===== src/rtl/pc_counter.sv =====
// Free-running program counter: q advances by one, modulo 2^WIDTH, on every rising clk edge.
// Clearing reset (active-low) forces q to zero at once; data_in is held in reserve for a future load/jump.
module pc_counter #(
  parameter int WIDTH = 4
) (
  input  logic             clk,
  input  logic             reset,
  input  logic [WIDTH-1:0] data_in,
  output logic [WIDTH-1:0] q
);

  logic [WIDTH-1:0] count_q;
  logic [WIDTH-1:0] count_d;

  // data_in is a reserved port with no effect on q in this revision; fold it so it stays visibly unused.
  logic unused_data_in;
  assign unused_data_in = ^data_in;

  // Unsigned WIDTH-bit add: the carry falls off, so all-ones wraps to zero.
  always_comb begin
    count_d = count_q + WIDTH'(1);
  end

  always_ff @(posedge clk or negedge reset) begin
    if (!reset) begin
      count_q <= '0;
    end else begin
      count_q <= count_d;
    end
  end

  assign q = count_q;

endmodule


===== config.mk =====
export PLATFORM = sky130hd
export DESIGN_NAME = pc_counter
export DESIGN_NICKNAME = d
export VERILOG_FILES = /design/src/rtl/pc_counter.sv
export SDC_FILE = /design/constraint.sdc
export NUM_CORES = 1
export LEC_CHECK = 0
export ABC_CLOCK_PERIOD_IN_PS = 1300
export CAP_MARGIN = 20
export CORE_AREA = 2 2 39 41
export CTS_BUF_LIST = sky130_fd_sc_hd__clkbuf_4 sky130_fd_sc_hd__clkbuf_8 sky130_fd_sc_hd__clkbuf_16
export DETAILED_ROUTE_END_ITERATION = 12
export DIE_AREA = 0 0 41 43
export PLACE_DENSITY = 0.42
export SETUP_SLACK_MARGIN = 0.1
export SLEW_MARGIN = 20
export SYNTH_ARGS = -nofsm -noshare
export SYNTH_HDL_FRONTEND = slang
export SYNTH_SLANG_ARGS = --single-unit

===== constraint.sdc =====
create_clock -name clk -period 1.3 [get_ports clk]
set_input_delay 0.26 -clock clk [delete_from_list [all_inputs] [get_ports clk]]
set_output_delay 0.26 -clock clk [all_outputs]
set_load 0.02 [all_outputs]

---- Word-level counts from Yosys, hierarchy flattened ----
Cells that the tools add are included.
cells by class
  add/subtract/negate cells ............... 1
operator list
  operator                                                        count
  4-bit by 1-bit adder with 4-bit output (second input constant)  1
storage, ports and cells
  register bits ........................... 4
  output and inout bits ................... 4

---- Logic depth before layout (Yosys ltp) ----
  depth after elaboration ................. 1
  gate-level depth with buffers ........... 2
  gate-level depth less buffers ........... 2

---- Worst setup path before layout ----
OpenSTA, ideal clock, no wires.
  path type ............................... reg-to-reg
  from .................................... register count_q[0] (netlist: q[0])
  to ...................................... register count_q[2] (netlist: q[2])
  library setup time ...................... 0.132 ns
  arrival time ............................ 0.831 ns
  required time ........................... 1.168 ns
  slack ................................... 0.337 ns
  stages on the path, launching flop included .. 3
  path buffers ............................ 0
  cell sequence ........................... dfrtp_1 ha_1 xor2_1
between the ends
  cells in the longest elaborated chain, start to end .. 1
ends and longest elaborated chain
  what                                    line  source
  start: declaration                      12    logic [WIDTH-1:0] count_q;
  start signal: assignment                28    count_q <= count_d;
  4-bit by 1-bit adder with 4-bit output  21    count_d = count_q + WIDTH'(1);
  net count_d[2]                          13    logic [WIDTH-1:0] count_d;
The timed path passes the listed nets, and every way through them passes these cells.

---- Worst setup path in the final report ----
  from .................................... register count_q[3] (netlist: q[3])
  to ...................................... output port q[3]
RTL lines
  what              line  source
  end: declaration  9     output logic [WIDTH-1:0] q
No word-level cell between the ends.

==> out/metrics.yaml <==
outcome:
  status: "finished clean"
power_and_ir_drop:
  ir_worst_vdd_v: 0.000210
  leakagePower_nw: 0.132
  switching_power_w: 0.0000451
  comb_power_share_pct: 1.8
  p_seq_share_pct: 45.4
  cellPowerDensity_nw_per_um2: 1060
  internal_power_w: 0.000231
  switching_share_pct: 16.4
  p_clk_share_pct: 52.7
clock_network:
  clkSinkCount: 4
  cts_made_buffers: 3
  postCtsSetupBuffers: 0
  clock_latency_ns: 0.23
  cts_buffer_depth: 2
  hold_buffers: 0
  cts_tree: "done"
  cts-root-buf: "clkbuf_4"
  htreeDepth: 1
  clk_pin_slew_ns: 0.03
  cts_resized: 4
worst_setup_path:
  critPathLaunchType: "register"
  path_depth: 1
  cp-startpoint: "q[3]"
  path_class: "register to output port"
  slowest_stage: "dfrtp_1"
  path_buf_inv: 1
  crit_end: "q[3]"
  r2r-start: "q[0]"
  worst-path-max-fanout: 2
  r2r_slack_ns: 0.32
  timing.rr.end: "q[2]"
  crit_chain: "clkdlybuf4s15_1"
  endpoint_kind: "output port"
  reg2reg_depth: 3
  crit_family: "flip-flops"
  cp.arrival_ns: 0.90
  critPathRequiredTime_ns: 1.04
  critPathMaxStageDelay_ns: 0.38
sta:
  setup_tns_ns: 0
  slew_violations: 0
  fin_crit_sh_pct: 89.2
  hold_viol: 0
  whs_ns: 0.239
  period_needed_ns: 1.16
  finClkSkew_ns: 0.00196
  max_freq_ghz: 0.863
  timing.final.ws_setup_ns: 0.141
  worst_pin_slew_ns: 0.205
  rsz0062_at_grt: "yes"
  max-slew-margin-rel_pct: 86.4
  setup_viol: 0
global_route:
  overflow: 0
  grt_start_max_net_pins: 5
  grt_pass1_vias: 130
  antenna_found_initial: 0
  grt_pass1_wl_um: 489
  grtUsageTotal_pct: 4.83
place:
  place_ws_ns: 0.0799
  dp_hpwl_um: 254
  gp_congestion: 0.484
  dp_cells: 33
  portBuffers: 5
routing:
  drc: 0
  wire_per_inst_um: 8.00
  drt_iter0_markers: 0
  ant_nets: 0
  via_per_inst: 2.94
  via_count: 106
  drt-total-wl_um: 288
  firstDrtPassIters: 1
floorplan:
  die_area_sq_um: 1760
  die_h_um: 43
  coreArea_sq_um: 1380
  ios: 10
  rows: 14
  initial_core_util_pct: 10.4
  die_w_um: 41
synth:
  synth.avg_cell_area_sq_um: 16.0
  syn_nets: 16
  synth.lib_cells_used.distinct: 6
  ys_ff_latch: 4
  yosysSeqAreaShare_pct: 69.6
  synthCells: 9
  syn_area_sq_um: 144
  yosysWarnings: 0
cells_and_area:
  antenna_cells: 0
  layout-drive-gt1-share_pct: 35.0
  layout_common_cells: "4 x clkdlybuf4s15_1, 4 x dfrtp_1, 3 x clkbuf_4, 3 x buf_4"
  final_nets: 29
  fin_cells: 36
  areaGrowthSynthToFinish_pct: 80.0
  largest_register_ffs: 4
min_path:
  holdCritPathClass: "input pin to async pin"
flow_run:
  maxCapViolCount: 0
-- synth_stat cells (all sizes together) --
cell	instances	area share [%]
dfrtp	4	70
nand3	1	7.0
xnor2	1	6.1
xor2	1	6.1
ha	1	8.7
inv	1	2.6
-- per-layer routing --
layer  global-route usage [%]  share of wire [%]  vias up
met1                     4.21                 38       49
met4                     6.00                  0        0
met5                        0                  0        -
met2                     6.25                 47        6
met3                     3.14                 15        0
li1                         -                  -       51
-- cells by family after synthesis --
| family | count (synthesis) | share of synthesized area [%] |
|---|---|---|
| buf+inv | 1 | 2.61 |
| xor+xnor | 2 | 12.2 |
| flops | 4 | 69.6 |
| fa+ha+maj | 1 | 8.69 |
| simple gates | 1 | 6.96 |
-- power by group through the flow --
stage | logic, W | registers (W) | clock network [W]
floorplan | 0.0000000000292 | 0.000127 | 0
global placement | 0.00000512 | 0.000127 | 0
detailed placement | 0.00000525 | 0.000127 | 0
CTS | 0.00000529 | 0.000125 | 0.000157
global route | 0.00000612 | 0.000125 | 0.000166
finish | 0.00000502 | 0.000125 | 0.000145
-- metrics by stage --
stage	total power, W	utilization [%]	cell area, sq um
after CTS	0.000287	18.4	254
after global routing	0.000297	18.7	259
after detailed placement	0.000132	17.1	236
after floorplan	0.000127	-	144
final	0.000276	18.7	259
after global placement	0.000132	17.1	236
-- cell type report --
| type | count | area, sq um |
|---|---|---|
| tap | 16 | 20.0 |
| multi-input combinational | 4 | 40.0 |
| sequential | 4 | 100 |
| clock buffer | 3 | 22.5 |
| inverter | 1 | 3.75 |
| timing repair buffer | 8 | 72.6 |
| fill | 165 | 1120 |
-- how the worst min path moves through the flow --
stage,to,start,slack (ns)
5_1_grt,q[3],reset,0.26
3_5_place_dp,q[3],reset,0.48
4_1_cts,q[0],reset,0.24
3_3_place_gp,q[3],q[3],0.46
6_report,q[1],reset,0.24
2_1_floorplan,q[0],reset,-0.04
No activity file was read; power rests on OpenSTA's default activity.
